## src/rtl/fetch_ctrl.sv

```systemverilog
// IF-stage sequencer: drives the PC mux select and update-enable through boot,
// imem backpressure, branch/trap redirects and the post-redirect flush window.
module fetch_ctrl #(
    parameter logic [31:0] RESET_PC     = 32'h4000_0000,
    parameter int unsigned BOOT_CYCLES  = 4,
    parameter int unsigned FLUSH_CYCLES = 2
) (
    input  logic        clk,
    input  logic        rst,
    input  logic        br_taken,
    input  logic [31:0] br_target,
    input  logic        trap_valid,
    input  logic [31:0] trap_target,
    input  logic        imem_req_ready,
    output logic        imem_req_valid,
    output logic [1:0]  pcsrc,
    output logic [31:0] alu_addr,
    output logic        pc_hold,
    output logic        flush,
    output logic        boot_done,
    output logic [31:0] stall_cnt
);

    typedef enum logic [1:0] {S_BOOT, S_RUN, S_STALL, S_FLUSH} state_t;

    localparam logic [1:0]  PC_RESET   = 2'd0;
    localparam logic [1:0]  PC_ALU     = 2'd1;
    localparam logic [1:0]  PC_SEQ     = 2'd2;
    localparam logic [31:0] BOOT_LOAD  = 32'(BOOT_CYCLES - 1);
    localparam logic [31:0] FLUSH_LOAD = 32'(FLUSH_CYCLES - 1);

    if (BOOT_CYCLES < 1) begin : g_bad_boot
        $error("fetch_ctrl: BOOT_CYCLES must be >= 1");
    end
    if (FLUSH_CYCLES < 1) begin : g_bad_flush
        $error("fetch_ctrl: FLUSH_CYCLES must be >= 1");
    end
    if (RESET_PC[1:0] != 2'b00) begin : g_bad_vector
        $error("fetch_ctrl: RESET_PC must be word aligned");
    end

    state_t      state, state_nxt;
    logic [31:0] cnt, cnt_nxt;
    logic        pend_v, pend_v_nxt;
    logic        pend_trap, pend_trap_nxt;
    logic [31:0] pend_tgt, pend_tgt_nxt;
    logic        boot_done_nxt;

    always_ff @(posedge clk or posedge rst) begin
        if (rst) begin
            state     <= S_BOOT;
            cnt       <= BOOT_LOAD;
            pend_v    <= 1'b0;
            pend_trap <= 1'b0;
            pend_tgt  <= '0;
            boot_done <= 1'b0;
            stall_cnt <= '0;
        end else begin
            state     <= state_nxt;
            cnt       <= cnt_nxt;
            pend_v    <= pend_v_nxt;
            pend_trap <= pend_trap_nxt;
            pend_tgt  <= pend_tgt_nxt;
            boot_done <= boot_done_nxt;
            if (state == S_STALL) stall_cnt <= stall_cnt + 32'd1;
        end
    end

    always_comb begin
        state_nxt      = state;
        cnt_nxt        = cnt;
        pend_v_nxt     = pend_v;
        pend_trap_nxt  = pend_trap;
        pend_tgt_nxt   = pend_tgt;
        boot_done_nxt  = boot_done;
        pcsrc          = PC_SEQ;
        pc_hold        = 1'b0;
        flush          = 1'b1;
        imem_req_valid = 1'b0;
        alu_addr       = '0;

        case (state)
            S_BOOT: begin
                pcsrc = PC_RESET;
                if (cnt == 32'd0) begin
                    state_nxt     = S_RUN;
                    boot_done_nxt = 1'b1;
                end else begin
                    cnt_nxt = cnt - 32'd1;
                end
            end

            S_RUN: begin
                flush          = 1'b0;
                imem_req_valid = 1'b1;
                if (trap_valid || br_taken) begin
                    pcsrc     = PC_ALU;
                    alu_addr  = trap_valid ? trap_target : br_target;
                    state_nxt = S_FLUSH;
                    cnt_nxt   = FLUSH_LOAD;
                end else if (!imem_req_ready) begin
                    pc_hold   = 1'b1;
                    state_nxt = S_STALL;
                end
            end

            S_STALL: begin
                flush          = 1'b0;
                imem_req_valid = 1'b1;
                if (!imem_req_ready) begin
                    pc_hold = 1'b1;
                    // A pending trap is sticky; only a newer trap may replace it.
                    if (trap_valid) begin
                        pend_v_nxt    = 1'b1;
                        pend_trap_nxt = 1'b1;
                        pend_tgt_nxt  = trap_target;
                    end else if (br_taken && !(pend_v && pend_trap)) begin
                        pend_v_nxt    = 1'b1;
                        pend_trap_nxt = 1'b0;
                        pend_tgt_nxt  = br_target;
                    end
                end else if (trap_valid || br_taken || pend_v) begin
                    if (trap_valid)               alu_addr = trap_target;
                    else if (pend_v && pend_trap) alu_addr = pend_tgt;
                    else if (br_taken)            alu_addr = br_target;
                    else                          alu_addr = pend_tgt;
                    pcsrc      = PC_ALU;
                    state_nxt  = S_FLUSH;
                    cnt_nxt    = FLUSH_LOAD;
                    pend_v_nxt = 1'b0;
                end else begin
                    state_nxt = S_RUN;
                end
            end

            S_FLUSH: begin
                pc_hold = 1'b1;
                if (trap_valid) begin
                    pcsrc    = PC_ALU;
                    pc_hold  = 1'b0;
                    alu_addr = trap_target;
                    cnt_nxt  = FLUSH_LOAD;
                end else if (cnt == 32'd0) begin
                    state_nxt = S_RUN;
                end else begin
                    cnt_nxt = cnt - 32'd1;
                end
            end

            default: begin
                state_nxt = S_BOOT;
                cnt_nxt   = BOOT_LOAD;
            end
        endcase
    end

endmodule
```

## config.mk

```make
export PLATFORM = sky130hd
export DESIGN_NAME = fetch_ctrl
export DESIGN_NICKNAME = d
export VERILOG_FILES = /design/src/rtl/fetch_ctrl.sv
export SDC_FILE = /design/constraint.sdc
export NUM_CORES = 1
export LEC_CHECK = 0
export BUFFER_PORTS_ARGS = -buffer_cell sky130_fd_sc_hd__buf_2
export CAP_MARGIN = 40
export CELL_PAD_IN_SITES_DETAIL_PLACEMENT = 0
export CELL_PAD_IN_SITES_GLOBAL_PLACEMENT = 1
export CORE_AREA = 4 4 122 124
export CTS_BUF_LIST = sky130_fd_sc_hd__clkbuf_4 sky130_fd_sc_hd__clkbuf_8
export DETAILED_ROUTE_END_ITERATION = 10
export DIE_AREA = 0 0 126 128
export GPL_ROUTABILITY_DRIVEN = 0
export HOLD_SLACK_MARGIN = 0.15
export PLACE_DENSITY = 0.92
export REMOVE_ABC_BUFFERS = 1
export SETUP_SLACK_MARGIN = 0.5
export SYNTH_ARGS = -nofsm -noshare
export SYNTH_HDL_FRONTEND = slang
export SYNTH_SLANG_ARGS = --single-unit
```

## constraint.sdc

```tcl
create_clock -name clk -period 3.76 [get_ports clk]
set_input_delay 0.752 -clock clk [delete_from_list [all_inputs] [get_ports clk]]
set_output_delay 0.752 -clock clk [all_outputs]
set_load 0.01 [all_outputs]
```

======== After elaboration in Yosys (flattened, before gate mapping) ========
Cells that the tools add are included.
word-level totals
  register bits after elaboration ......... 101
  input bits .............................. 69
  output and inout bits ................... 70
  logic and storage cells ................. 75
operators by class
  $add $sub $neg .......................... 2
  eq/ne operators ......................... 9
  mux-type cells .......................... 41
  bitwise gates (word level) .............. 1
  reduce and logical (&&, ||, !) cells .... 15
operators with widths
  operator                                                                 count
  32-bit two-way mux                                                       15
  32-bit one-hot mux with 4 select lines                                   1
  32-bit one-hot mux with 3 select lines                                   1
  32-bit by 1-bit adder with 32-bit output, second input constant          1
  32-bit logical NOT                                                       1
  32-bit by 1-bit subtractor with 32-bit output, second input constant     1
  2-bit two-way mux                                                        10
  2-bit one-hot mux with 4 select lines                                    2
  3-bit AND reduction                                                      4
  1-bit two-way mux                                                        11
  2-bit inequality test, second input constant                             3
  2-bit == test, second input constant                                     2
  2-bit by 1-bit inequality test with 1-bit output, second input constant  2
  3-bit inequality test, second input constant                             1
  1-bit one-hot mux with 3 select lines                                    1
  3-bit nonzero test                                                       1
  2-bit by 1-bit == test with 1-bit output, second input constant          1
  1-bit logical AND                                                        2
  2-bit logical NOT                                                        1
  1-bit logical OR                                                         2
  2-bit AND reduction                                                      1
  2-bit nonzero test                                                       1
  2-bit OR reduction                                                       1
  1-bit logical NOT                                                        1
  1-bit NOT                                                                1

======== Logic depth before layout (Yosys ltp) ========
  depth in word-level cells ............... 6
  depth in mapped cells ................... 10
  mapped depth without buffers ............ 7

======== Worst setup path before layout ========
Ideal clock, no wire load.
  path kind ............................... input -> output
  from .................................... in br_taken
  to ...................................... out alu_addr[0]
  arrival time ............................ 2131 ps
  required time ........................... 3008 ps
  slack ................................... 877 ps
  stages .................................. 7
  buffers on the path ..................... 2
  cells stage by stage .................... buf_2 > or3_1 > nand3_1 > nor3_1 > clkbuf_1 > a22oi_1 > a21oi_1
on the way
  longest elaborated chain between the ends .. 6
  elaborated cells between the ends (all ways) .. 9
  those cells by class .................... 7 x mux; 2 x reduce/logical
ends and longest elaborated chain
  element                                     RTL line  text
  from (decl)                                 10        input logic br_taken,
  32-bit two-way mux                          125       else if (br_taken) alu_addr = br_target;
  32-bit two-way mux                          124       else if (pend_v && pend_trap) alu_addr = pend_tgt;
  32-bit two-way mux                          123       if (trap_valid) alu_addr = trap_target;
  32-bit two-way mux                          122       end else if (trap_valid || br_taken || pend_v) begin
  32-bit two-way mux                          110       if (!imem_req_ready) begin
  32-bit one-hot mux with 3 select lines (*)  82        case (state)
  to (decl)                                   17        output logic [31:0] alu_addr,
Every way passes the cells marked *; elsewhere a longest branch is shown, timed or not.

======== Final worst setup path ========
  from .................................... reg state[0]
  to ...................................... out alu_addr[28]
on the way
  longest elaborated chain between the ends .. 2
  elaborated cells between the ends (all ways) .. 4
  those cells by class .................... 3 x eq/ne; 1 x mux
ends and longest elaborated chain
  element                                                                           RTL line  text
  from (decl)                                                                       42        state_t state, state_nxt;
  from (signal assigned)                                                            59        state <= state_nxt;
  2-bit == test / 2-bit by 1-bit == test with 1-bit output (equally long branches)  82
  32-bit one-hot mux with 3 select lines (*)                                        82
Marks and branches as above.

==> metrics.md <==
| Metric | Value |
|---|---|
| Outcome | finished, final reports clean |
| Initial detailed-routing violation count | 256 |
| Final net count | 816 |
| Leakage power | 3.231 nW |
| Number of synthesized flops with an enable pin | 0 |
| Hold buffers post-CTS | 0 |
| Post-route insts no fill | 925 |
| Setup skew after layout | 14.97 ps |
| # DRC | 0 |
| IO Count | 139 |
| Die extent in x | 126 um |
| Buffers from clock root to sink, at most | 2 |
| Initial Utilization | 41.55% |
| Number of antenna violations at the first check in global routing | 0 |
| Vias in the first global route | 5142 |
| Largest net degree at the start of global routing | 68 |
| Clk Latency, worst-skew pair | 390 ps |
| Cell area after layout | 6810 um2 |
| Most instantiated cells after synthesis | 99 x dfrtp_1, 61 x nand2_1, 59 x a21oi_1 |
| Highest net fanout along the worst path | 16 |
| Die outline height | 128 um |
| Number of distinct standard cells referenced by the synthesized netlist | 57 |
| Count of yosys warnings during synthesis | 0 |
| Post-synthesis share of cell area spent on full adders, half adders and majority gates | 1.530% |
| Global-route usage over all layers | 18.10% |
| Die ar. | 16130 um2 |
| Cell total after placement | 908 |
| Clock tree from TritonCTS | done |
| DPL Wire Length | 10560 um |
| Share of the synthesized area in the top cell type | 43.29% |
| Max Clock Freq | 325.2 MHz |
| Max-slew headroom at the worst pin | 41.59% |
| Hold slack | 430.2 ps |
| Data required time at the worst endpoint | 3010 ps |
| Number of CTS-inserted buffers | 9 |
| Aggregate routed wire length | 14740 um |
| Max-slew violation count | 0 |
| Most frequently used cell type in the post-synthesis netlist | dfrtp_1 |
| Overall via count from detail_route | 5278 |
| FFs w/ async S/R, synth | 100.0% |
| Count of standard-cell rows | 43 |
| Share of layout cells above drive strength 1 | 25.23% |
| Kind of end point of the critical path | output pin |
| Worst setup margin | 684.5 ps |
| CTS root buf | clkbuf_8 |
| Drt first pass iters | 5 |
| Yosys reg bits | 101 |
| Vias per cell | 5.706 |
| Pin slew with the least headroom to its limit | 876.2 ps |
| Clock transition at the registers of the reported paths | 110 ps |
| Path category of the worst min-delay check | input pin to async pin |
| Netlist area before placement | 5723 um2 |
| Xor/xnor cell area share of the yosys netlist | 5.356% |
| Area fraction in compound gates after synthesis | 18.95% |
| Post-layout total power | 0.004897 W |
| Post-CTS Setup Inserts | 0 |
| Antenna violation net count after detailed routing | 0 |
| Sequential share of the synthesized area | 44.21% |
| Number of failing hold endpoints at the final stage | 0 |
| Post-Synthesis Mean Instance Area | 9.201 um2 |
| Final period utilization | 81.79% |
| Dominant combinational cell family by area after synthesis | simple AND/OR/NAND/NOR gates |
| Pwr dens | 719.1 nW/um2 |
| Minimum period implied by the final worst setup slack | 3075 ps |
| Minimum setup slack after placement | 647.8 ps |
| # port buffers | 138 |
| Number of cells produced by synthesis | 622 |
| Wire length of the first global-routing pass | 24520 um |
| Basic-gate share of the synthesized area counting and, or, nand and nor cells | 19.87% |
| Biggest area contributors in the synthesized netlist | dfrtp_1 43%, mux2i_1 5.9%, a21oi_1 5.2%, a22oi_1 4.1%, nand2_1 4.0% |
| Area of the core | 13770 um2 |
| Post-synthesis mux area share | 6.143% |
| Setup repair after global routing missed its margin | no |
| Ys flop type | dfrtp_1 |
| Number of antenna cells inserted | 0 |
| CP startpoint kind | register |
| Library cell with the largest summed area after synthesis | dfrtp_1 |
| Growth of design area from synthesis to finish | 19.00% |
| Clk sink count | 101 |
| Placed inst area | 6574 um2 |
| Mean routed wirelength per cell | 15.94 um |
| # setup viols final | 0 |
| Max VDD drop | 0.3658 mV |
| Max-cap violation count | 0 |
| H-tree depth | 3 |
| Overflow left after global routing | 0 |
| Critical path class | register to output pin |
| Arrival time of data at the critical path endpoint | 2320 ps |
[layout make-up]
type / instances / area (um2)
clock inverters: 6 / 53.80
repair buffers: 152 / 807.0
multi-input cells: 467 / 3020
inverters: 9 / 36.28
flip-flops and latches: 101 / 2530
clock buffers: 10 / 137.6
well taps: 180 / 225.2
fillers: 1340 / 6963
[metal layers]
metal	vias to the layer above	track usage (%)	wire [um]
li1	2542	-	-
met1	2555	23.80	6683
met2	168	30.58	7105
met3	13	3.667	800
met4	0	4.984	155
met5	-	0	0
[final timing paths]
check	from	depth (start not counted)	end	slack, ps
worst max-delay path	state[0]$_DFFE_PP0P_	8	alu_addr[28]	680
worst min-delay path	rst	2	stall_cnt[29]$_DFFE_PP0P_	430
worst max register to register	cnt[0]$_DFFE_PP1P_	7	cnt[25]$_DFFE_PP0P_	930
worst min register to register	boot_done$_DFFE_PP0P_	1	boot_done$_DFFE_PP0P_	470
max in group asynchronous	rst	3	cnt[1]$_DFFE_PP1P_	2470
min in group clk	boot_done$_DFFE_PP0P_	1	boot_done$_DFFE_PP0P_	470
[what timing repair did]
action	in CTS	in global routing
cloned	0	1
endpoints found under the setup margin	32	32
endpoints found under the hold margin	0	0
resized for setup	4	6
[cell families (layout without fill, tap and decap cells)]
logic type               after synthesis  count (layout)
AO/OA/AOI/OAI                        174             174
XOR/XNOR                              35              35
adder cells (fa/ha/maj)                7               7
buffers and inverters                 54             177
flip-flops                           101             101
multiplexers                          35              35
AND/OR/NAND/NOR                      216             216
[state kept, by name, summed over array words and instances (netlist names)]
name / count
state: 2
pend_v: 1
pend_tgt: 32
stall_cnt: 32
cnt: 32
boot_done: 1
pend_trap: 1
[report_power, final]
group          internal (W)  switching, W  total [W]
combinational      0.000937       0.00157    0.00251
sequential          0.00142      0.000278    0.00169
clock              0.000270      0.000421   0.000692
total               0.00262       0.00227    0.00490
[stage by stage]
stage	setup TNS, ps	utilization [%]
4_1_cts	0	49.26
2_1_floorplan	-30710	-
3_3_place_gp	0	47.73
3_5_place_dp	0	47.73
6_report	0	49.45
5_1_grt	0	49.45
[placed cells by master, fill, tap and decap left out, types with 3 or more instances in the layout]
master / count
buf_2: 138
dfrtp_1: 99
nand2_1: 61
a21oi_1: 59
nand3_1: 41
o21ai_0: 40
mux2i_1: 34
a22oi_1: 31
nor2_1: 25
xnor2_1: 22
or4_1: 21
o31ai_1: 15
xor2_1: 13
or3_1: 12
nand4_1: 12
buf_4: 11
clkbuf_8: 10
inv_1: 8
nor4_1: 7
nor3_1: 6
and3_1: 6
ha_1: 5
a211oi_1: 4
o41ai_1: 4
nor3b_1: 3
or2_2: 3
nand2b_1: 3
clkinvlp_4: 3
buf_6: 3
[worst max-delay path, cell delays in order (launching register included)]
cell,delay [ps]
dfrtp_1,440
inv_1,160
ha_4,260
nand3_2,170
nor3_4,200
buf_6,220
a22oi_1,100
a21oi_1,210
buf_2,170
Power figures use the tool's default switching activity.
